[config.mk]
export PLATFORM = sky130hd
export DESIGN_NAME = mem_bus_arbiter
export DESIGN_NICKNAME = d
export VERILOG_FILES = /design/src/rtl/mem_bus_pkg.sv /design/src/rtl/rr_arb2.sv /design/src/rtl/mem_bus_arbiter.sv
export SDC_FILE = /design/constraint.sdc
export NUM_CORES = 1
export LEC_CHECK = 0
export CAP_MARGIN = 20
export CORE_UTILIZATION = 35
export DETAILED_ROUTE_END_ITERATION = 6
export PLACE_DENSITY = 0.81
export SLEW_MARGIN = 20
export SYNTH_ARGS = -nofsm -noshare
export SYNTH_HDL_FRONTEND = slang
export SYNTH_SLANG_ARGS = --single-unit
[constraint.sdc]
create_clock -name clk_i -period 1.9 [get_ports clk_i]
set_clock_uncertainty 0.2 [all_clocks]
set_input_delay 0.285 -clock clk_i [delete_from_list [all_inputs] [get_ports clk_i]]
set_output_delay 0.285 -clock clk_i [all_outputs]
set_load 0.03 [all_outputs]
[src/rtl/mem_bus_pkg.sv]
// Shared types and constants for the core-side memory bus: arbiter states,
// bus owner encoding, access-size modes and the decoder's ROM/RAM windows.
package mem_bus_pkg;

  typedef enum logic {
    IDLE   = 1'b0,
    ACCESS = 1'b1
  } state_e;

  typedef enum logic {
    OWN_IFU = 1'b0,
    OWN_LSU = 1'b1
  } owner_e;

  localparam logic [1:0] HB_WORD = 2'b10;
  localparam logic [1:0] HB_HALF = 2'b01;
  localparam logic [1:0] HB_BYTE = 2'b00;

  localparam logic [31:0] ROM_BASE = 32'h0000_0000;
  localparam logic [31:0] ROM_SIZE = 32'h0000_0100;
  localparam logic [31:0] RAM_BASE = 32'h0000_0100;
  localparam logic [31:0] RAM_SIZE = 32'h0000_0100;

  // Unsigned wrap makes addresses below the base fall outside the window.
  function automatic logic in_ram(input logic [31:0] addr);
    return (addr - RAM_BASE) < RAM_SIZE;
  endfunction

endpackage

[src/rtl/rr_arb2.sv]
// Two-requester round-robin arbiter: combinational grant while enabled, with
// a last-owner register so a tie always goes to the other master.
module rr_arb2
  import mem_bus_pkg::*;
(
  input  logic       clk_i,
  input  logic       rst_ni,
  input  logic       en_i,
  input  logic [1:0] req_i,
  output logic [1:0] gnt_o,
  output owner_e     winner_o
);

  owner_e last_q;

  // Bit 0 is IFU, bit 1 is LSU.
  always_comb begin
    gnt_o = 2'b00;
    if (en_i) begin
      if (req_i == 2'b11) begin
        gnt_o = (last_q == OWN_LSU) ? 2'b01 : 2'b10;
      end else begin
        gnt_o = req_i;
      end
    end
  end

  assign winner_o = gnt_o[1] ? OWN_LSU : OWN_IFU;

  always_ff @(posedge clk_i or negedge rst_ni) begin
    if (!rst_ni) begin
      last_q <= OWN_LSU;
    end else if (|gnt_o) begin
      last_q <= winner_o;
    end
  end

endmodule

[src/rtl/mem_bus_arbiter.sv]
// Shares the core memory bus between instruction fetch and load/store with
// one access in flight, round-robin grants and a fixed read latency.
module mem_bus_arbiter
  import mem_bus_pkg::*;
#(
  parameter int unsigned RD_LATENCY = 1,
  parameter int unsigned CNT_W      = 4
) (
  input  logic        clk_i,
  input  logic        rst_ni,
  input  logic        ifu_req_i,
  input  logic [31:0] ifu_addr_i,
  output logic        ifu_gnt_o,
  output logic        ifu_rvalid_o,
  output logic [31:0] ifu_rdata_o,
  input  logic        lsu_req_i,
  input  logic        lsu_we_i,
  input  logic [1:0]  lsu_hb_i,
  input  logic [31:0] lsu_addr_i,
  input  logic [31:0] lsu_wdata_i,
  output logic        lsu_gnt_o,
  output logic        lsu_rvalid_o,
  output logic [31:0] lsu_rdata_o,
  output logic        bus_req_o,
  output logic [31:0] bus_addr_o,
  output logic [31:0] bus_wdata_o,
  output logic        bus_we_o,
  output logic [1:0]  bus_hb_o,
  input  logic [31:0] bus_rdata_i
);

  localparam logic [CNT_W-1:0] CNT_LAST = CNT_W'(RD_LATENCY - 1);

  state_e           state_q;
  owner_e           owner_q;
  logic [CNT_W-1:0] cnt_q;
  logic [CNT_W-1:0] cnt_d;
  logic [31:0]      bus_addr_q;
  logic [31:0]      bus_wdata_q;
  logic             bus_we_q;
  logic [1:0]       bus_hb_q;

  logic [1:0] gnt;
  owner_e     winner;
  logic       arb_en;
  logic       last_cyc;

  // Grants are held off while reset is asserted so every output reads 0.
  assign arb_en = rst_ni && (state_q == IDLE);

  rr_arb2 u_arb (
    .clk_i    (clk_i),
    .rst_ni   (rst_ni),
    .en_i     (arb_en),
    .req_i    ({lsu_req_i, ifu_req_i}),
    .gnt_o    (gnt),
    .winner_o (winner)
  );

  assign ifu_gnt_o = gnt[0];
  assign lsu_gnt_o = gnt[1];

  assign last_cyc = (state_q == ACCESS) && (cnt_q == CNT_LAST);
  assign cnt_d    = (cnt_q == CNT_LAST) ? cnt_q : cnt_q + CNT_W'(1);

  assign ifu_rvalid_o = last_cyc && (owner_q == OWN_IFU);
  assign lsu_rvalid_o = last_cyc && (owner_q == OWN_LSU);
  assign ifu_rdata_o  = ifu_rvalid_o ? bus_rdata_i : 32'd0;
  assign lsu_rdata_o  = lsu_rvalid_o ? bus_rdata_i : 32'd0;

  assign bus_req_o   = (state_q == ACCESS);
  assign bus_addr_o  = bus_addr_q;
  assign bus_wdata_o = bus_wdata_q;
  assign bus_we_o    = bus_we_q;
  assign bus_hb_o    = bus_hb_q;

  always_ff @(posedge clk_i or negedge rst_ni) begin
    if (!rst_ni) begin
      state_q     <= IDLE;
      owner_q     <= OWN_IFU;
      cnt_q       <= '0;
      bus_addr_q  <= '0;
      bus_wdata_q <= '0;
      bus_we_q    <= 1'b0;
      bus_hb_q    <= '0;
    end else begin
      case (state_q)
        IDLE: begin
          if (|gnt) begin
            state_q <= ACCESS;
            owner_q <= winner;
            cnt_q   <= '0;
            if (winner == OWN_IFU) begin
              bus_addr_q  <= ifu_addr_i;
              bus_wdata_q <= '0;
              bus_we_q    <= 1'b0;
              bus_hb_q    <= HB_WORD;
            end else begin
              bus_addr_q  <= lsu_addr_i;
              bus_wdata_q <= lsu_wdata_i;
              bus_we_q    <= lsu_we_i;
              bus_hb_q    <= lsu_hb_i;
            end
          end
        end
        ACCESS: begin
          cnt_q <= cnt_d;
          // Address and mode stay put after the access; only the strobes drop.
          if (cnt_q == CNT_LAST) begin
            state_q  <= IDLE;
            bus_we_q <= 1'b0;
          end
        end
        default: state_q <= IDLE;
      endcase
    end
  end

endmodule

* Yosys cells after proc, flatten, opt, wreduce, memory -nomap -nowiden *
Index checks and enable logic that the tools add are counted.

word-level totals
  flip-flop bits (word level) = 74
  input port bits = 135
  word-level logic and storage cells = 43
  output and inout port bits = 136

operators by class
  multiplexer cells = 19
  eq/ne operators = 4
  bitwise gates (word level) = 2
  reductions and logical operators = 9
  $add $sub $neg = 1

operators with widths
  kind                                                                      number
  32-bit 2-to-1 mux                                                         4
  2-bit 2-to-1 mux                                                          4
  4-bit 2-to-1 mux                                                          2
  4-bit one-hot mux with 2 select lines                                     1
  1-bit 2-to-1 mux                                                          6
  2-bit AND reduction                                                       3
  4-bit by 1-bit adder with 4-bit output (second input constant)            1
  1-bit logical AND                                                         4
  4-bit logical NOT                                                         1
  2-bit by 1-bit inequality test with 1-bit output (second input constant)  2
  1-bit one-hot mux with 2 select lines                                     2
  2-bit == test (second input constant)                                     1
  2-bit inequality test (second input constant)                             1
  1-bit inverter                                                            2
  2-bit OR reduction                                                        1

* Depth between registers and ports, before layout *
  word-level depth = 7
  mapped depth = 6
  depth with buffers taken out = 5

* Hierarchy *
A second synthesis with hierarchy kept.

unflattened totals
  cell total of the unflattened synthesis = 404
  area, all modules = 3663.5 um2

by module, submodules not included
  module           cells an instance  sequential area each (um2)  times used  area an instance (um2)
  mem_bus_arbiter  395                1826.8                      1           3593.4
  rr_arb2          9                  26.3                        1           70.1

* Worst setup path before layout *
OpenSTA, ideal clock, no wires.

  kind = register -> output
  start = register cnt_q[0]
  end = output port ifu_rdata_o[22]
  slack = -148 ps
  cell stages (with the launch flop) = 7
  data required time = 1415 ps
  buffers on the path = 1
  data arrival time = 1563 ps
  cell sequence = dfrtp_1 > inv_1 > ha_1 > nand4bb_1 > nor2_2 > buf_2 > and2_1

on the way
  cells in the longest elaborated chain, start to end = 4

ends and longest elaborated chain
  what                      line                    text
  start: declaration        mem_bus_arbiter.sv:36   logic [CNT_W-1:0] cnt_q;
  start signal: assignment  mem_bus_arbiter.sv:107  cnt_q <= cnt_d;
  4-bit logical NOT         mem_bus_arbiter.sv:63   assign last_cyc = (state_q == ACCESS) && (cnt_q == CNT_LAST);
  1-bit logical AND         mem_bus_arbiter.sv:63
  1-bit logical AND         mem_bus_arbiter.sv:66   assign ifu_rvalid_o = last_cyc && (owner_q == OWN_IFU);
  named net ifu_rvalid_o    mem_bus_arbiter.sv:14   output logic ifu_rvalid_o,
  32-bit 2-to-1 mux         mem_bus_arbiter.sv:68   assign ifu_rdata_o = ifu_rvalid_o ? bus_rdata_i : 32'd0;
  end: declaration          mem_bus_arbiter.sv:15   output logic [31:0] ifu_rdata_o,

The timed path passes the listed nets, and every way through them passes these cells.

* Worst setup path in the final report *
  start = register cnt_q[1]
  end = output port ifu_rdata_o[21]

on the way
  cells in the longest elaborated chain, start to end = 4

ends and longest elaborated chain
  what               line
  4-bit logical NOT  mem_bus_arbiter.sv:63
  1-bit logical AND  mem_bus_arbiter.sv:63
  1-bit logical AND  mem_bus_arbiter.sv:66
  32-bit 2-to-1 mux  mem_bus_arbiter.sv:68

No other way between the ends.

==> metrics.txt <==
# TYPE chip_impl_metric gauge
chip_impl_info{name="run_status",value="finished with violations"} 1
chip_impl_info{name="failed_checks",value="setup timing"} 1
chip_impl_metric{name="max-clock-path-buffers",unit=""} 2
chip_impl_metric{name="dpl.cell_count",unit=""} 770
chip_impl_metric{name="stdcell_count",unit=""} 798
chip_impl_info{name="clockRootBuffer",value="sky130_fd_sc_hd__clkbuf_8"} 1
chip_impl_metric{name="vdd.ir_drop.worst",unit="uV"} 551
chip_impl_metric{name="p_sw",unit="mW"} 2.14
chip_impl_metric{name="syn_nets",unit=""} 513
chip_impl_metric{name="initial_core_util",unit="%"} 36.3
chip_impl_metric{name="timing.slew.headroom",unit="%"} 63.6
chip_impl_metric{name="cts_buffers",unit=""} 9
chip_impl_metric{name="syn_avg_cell_area",unit="um2"} 10.1
chip_impl_metric{name="power.combinational.fraction",unit="%"} 43.4
chip_impl_metric{name="grt_max_degree",unit=""} 44
chip_impl_metric{name="final_design_area_no_fill",unit="mm2"} 0.00756
chip_impl_metric{name="grt-ovfl-total",unit=""} 0
chip_impl_info{name="min_path_type",value="input port to flip-flop"} 1
chip_impl_metric{name="die_x",unit="um"} 106
chip_impl_metric{name="grtUsageTotal",unit="%"} 25.3
chip_impl_metric{name="drt_first_pass_iters",unit=""} 6
chip_impl_metric{name="finalCritPeriodShare",unit="%"} 124
chip_impl_metric{name="synth-warning-count",unit=""} 0
chip_impl_metric{name="timing.reg2reg.worst_path_depth",unit=""} 6
chip_impl_metric{name="final-max-slew-violation-count",unit=""} 0
chip_impl_metric{name="postSynthCellCount",unit=""} 376
chip_impl_info{name="critical_path_class",value="flip-flop to output pin"} 1
chip_impl_metric{name="floorplan.die_area",unit="mm2"} 0.0112
chip_impl_metric{name="worstMarginPinSlew",unit="ns"} 0.546
chip_impl_metric{name="synthesis.area",unit="mm2"} 0.00378
chip_impl_info{name="rsz0062_at_grt",value="yes"} 1
chip_impl_info{name="worstSetupEndpointType",value="output pin"} 1
chip_impl_info{name="hold_path_startpoint",value="rst_ni"} 1
chip_impl_metric{name="timing.critical_path.required",unit="ns"} 1.41
chip_impl_info{name="worstSetupStartpointType",value="flip-flop"} 1
chip_impl_metric{name="cts.sink_count",unit=""} 74
chip_impl_metric{name="route.antenna.remaining_nets",unit=""} 0
chip_impl_metric{name="post_drt_via_cell_ratio",unit=""} 5.36
chip_impl_metric{name="max_freq",unit="MHz"} 425
chip_impl_metric{name="dpl-instance-area",unit="mm2"} 0.00680
chip_impl_metric{name="clock_insertion_delay_worst_skew",unit="ns"} 0.34
chip_impl_metric{name="synth.lib_cells_used.distinct",unit=""} 31
chip_impl_metric{name="clock_tree.htree_level_count",unit=""} 3
chip_impl_info{name="rr_startpoint",value="bus_req_o$_DFF_PN0_"} 1
chip_impl_info{name="cts_tree",value="built"} 1
chip_impl_metric{name="core_area",unit="mm2"} 0.0104
chip_impl_metric{name="setup_ws",unit="ns"} -0.455
chip_impl_metric{name="grt_first_pass_wirelength",unit="um"} 22100
chip_impl_metric{name="synth.ff_latch_count",unit=""} 74
chip_impl_metric{name="timing_hold_violations_final",unit=""} 0
chip_impl_metric{name="slack_of_the_worst_reg_to_reg_path",unit="ns"} 0.15
chip_impl_metric{name="area_growth",unit="%"} 100
chip_impl_info{name="mostFrequentLayoutCell",value="sky130_fd_sc_hd__clkdlybuf4s50_1"} 1
chip_impl_metric{name="maxCapViolations",unit=""} 0
chip_impl_metric{name="finalWeightedCongestion",unit=""} 0.857
chip_impl_info{name="regToRegEndpoint",value="bus_addr_o[18]$_DFFE_PN0P_"} 1
chip_impl_metric{name="hold_depth",unit=""} 3
chip_impl_metric{name="avgRoutedWirePerCell",unit="um"} 19.2
chip_impl_metric{name="antenna_cells_inserted",unit=""} 0
chip_impl_metric{name="vias",unit=""} 4280
chip_impl_metric{name="remaining_drc_errors",unit=""} 0
chip_impl_metric{name="grt_pass1_vias",unit=""} 4330
chip_impl_metric{name="placement.io_buffers",unit=""} 270
chip_impl_metric{name="setup-violations-final",unit=""} 68
chip_impl_metric{name="nets",unit=""} 795
chip_impl_metric{name="synth_seq_area_share",unit="%"} 49.0
chip_impl_info{name="hold-path-endpoint",value="bus_req_o$_DFF_PN0_"} 1
chip_impl_metric{name="timing.critical_path.fanout_max",unit=""} 16
chip_impl_metric{name="switching_share",unit="%"} 35.2
chip_impl_metric{name="die_span_in_y",unit="um"} 106
chip_impl_metric{name="p_leak",unit="nW"} 3.76
chip_impl_metric{name="rows",unit=""} 37
chip_impl_metric{name="final_util",unit="%"} 72.6
chip_impl_metric{name="seqPwrFrac",unit="%"} 32.9
chip_impl_metric{name="clk_transition_reported_paths",unit="ns"} 0.08
chip_impl_metric{name="power.internal",unit="mW"} 3.93
chip_impl_metric{name="detailed_place_hpwl",unit="um"} 10500
chip_impl_metric{name="grt_antenna_before_repair",unit=""} 0
chip_impl_metric{name="routed_wl",unit="um"} 15300
chip_impl_metric{name="period_minus_slack",unit="ns"} 2.36
chip_impl_metric{name="design.portCount",unit=""} 271
chip_impl_info{name="most_frequent_cells_in_the_layout",value="sky130_fd_sc_hd__clkdlybuf4s50_1 (155), sky130_fd_sc_hd__dfrtp_1 (73), sky130_fd_sc_hd__buf_6 (58)"} 1
chip_impl_metric{name="pwr-share-clk",unit="%"} 23.7
chip_impl_metric{name="power-per-cell-area",unit="mW/mm2"} 802
chip_impl_metric{name="final_layout_size_suffix_gt1_share",unit="%"} 29.6
chip_impl_metric{name="detail_route.iter0.violations",unit=""} 178
chip_impl_metric{name="timing.critical_path.arrival",unit="ns"} 1.87
repair_timing:
item,4_1_cts,5_1_grt
cloned,0,4
hold buffers,1,0
hold endpoints to repair,73,0
buffers inserted,1,7
pin swaps,3,27
gates resized for setup,75,78
setup endpoints to repair,84,98
cell type report:
class | instances | area [um2]
Fill cell | 705 | 2850
Inverter | 41 | 156
Clock buffer | 10 | 128
Clock inverter | 5 | 104
Multi-Input combinational cell | 224 | 1800
Tap cell | 136 | 170
Sequential cell | 74 | 1850
Timing Repair Buffer | 308 | 3360
sequential cells by signal (all words and copies together) (netlist names):
signal	count
bus_wdata_o	32
bus_req_o	1
bus_hb_o	2
owner_q	1
u_arb.last_q	1
cnt_q	4
bus_addr_o	32
bus_we_o	1
kinds of logic (layout without fill, tap and decap cells):
group | count (synthesis) | count (layout) | synth area share [%]
adder cells (fa/ha/maj) | 2 | 2 | 0.662
flip-flops | 74 | 74 | 49.0
multiplexers | 2 | 2 | 0.530
AO/OA/AOI/OAI | 143 | 143 | 28.2
AND/OR/NAND/NOR | 77 | 77 | 13.1
buffers and inverters | 78 | 364 | 8.41
worst max path at each step:
stage                                    start               to  slack, ns  cells past startpoint
final                     cnt_q[1]$_DFFE_PN0P_  ifu_rdata_o[21]      -0.46                      7
after global routing      cnt_q[1]$_DFFE_PN0P_  ifu_rdata_o[21]      -0.55                      7
after CTS                 cnt_q[0]$_DFFE_PN0P_  lsu_rdata_o[18]      -0.45                      7
after detailed placement  cnt_q[0]$_DFFE_PN0P_  lsu_rdata_o[13]      -0.06                      7
after global placement    cnt_q[0]$_DFFE_PN0P_  lsu_rdata_o[18]      -0.01                      7
after floorplan           cnt_q[0]$_DFFE_PN0P_  ifu_rdata_o[10]      -0.03                      6
layer usage:
layer	track usage (%)	vias up	wire length [um]
met5	0	-	0
met3	5.15	50	1050
met1	27.5	2058	5270
met4	13.8	0	650
met2	46.0	242	8310
li1	-	1930	-
critical path: stages, from the launching register on:
cell and delay, ns:
sky130_fd_sc_hd__dfrtp_1 0.40, sky130_fd_sc_hd__inv_2 0.08, sky130_fd_sc_hd__ha_4 0.15, sky130_fd_sc_hd__nand4bb_4 0.15
sky130_fd_sc_hd__nor2_4 0.23, sky130_fd_sc_hd__clkbuf_16 0.21, sky130_fd_sc_hd__and2_2 0.17, sky130_fd_sc_hd__buf_6 0.13
power groups by stage:
stage	Sequential, mW	Combinational (mW)	Clock, mW
floorplan	2.52	0.747	0
global placement	2.01	2.46	0
detailed placement	2.02	2.50	0
CTS	2.00	2.53	1.48
global route	2.02	2.75	1.55
finish	2.00	2.63	1.44
synth_stat cells (all sizes together):
cell     instances  area, um2
nand3            1       17.5
o2111ai         32        280
clkbuf          22       82.6
o221ai           1       8.76
nor3b            1       7.51
nand2            1       3.75
nand4bb          1       11.3
a22o            33        289
mux2i            2       20.0
inv             41        156
o211ai          34        255
nor2             3       18.8
buf             15       78.8
dfrtp           73       1830
a32o             1       10.0
o21ai           37        189
nor2b            3       18.8
nand4            1       6.26
a21oi            1       5.00
a2bb2oi          1       8.76
and2            64        400
nand2b           2       12.5
o22ai            1       6.26
a21o             2       15.0
ha               2       25.0
dfstp            1       26.3
through the flow:
step | setup TNS, ns | power (mW) | setup WS (ns) | hold WS [ns]
2_1_floorplan | -1.25 | 3.26 | -0.0251 | -0.211
3_3_place_gp | -0.0215 | 4.48 | -0.0139 | 0.165
3_5_place_dp | -1.98 | 4.52 | -0.0639 | 0.171
4_1_cts | -26.91 | 6.01 | -0.453 | 0.251
5_1_grt | -31.06 | 6.32 | -0.548 | 0.307
6_report | -25.75 | 6.07 | -0.455 | 0.276
Power figures use the tool's default switching activity.
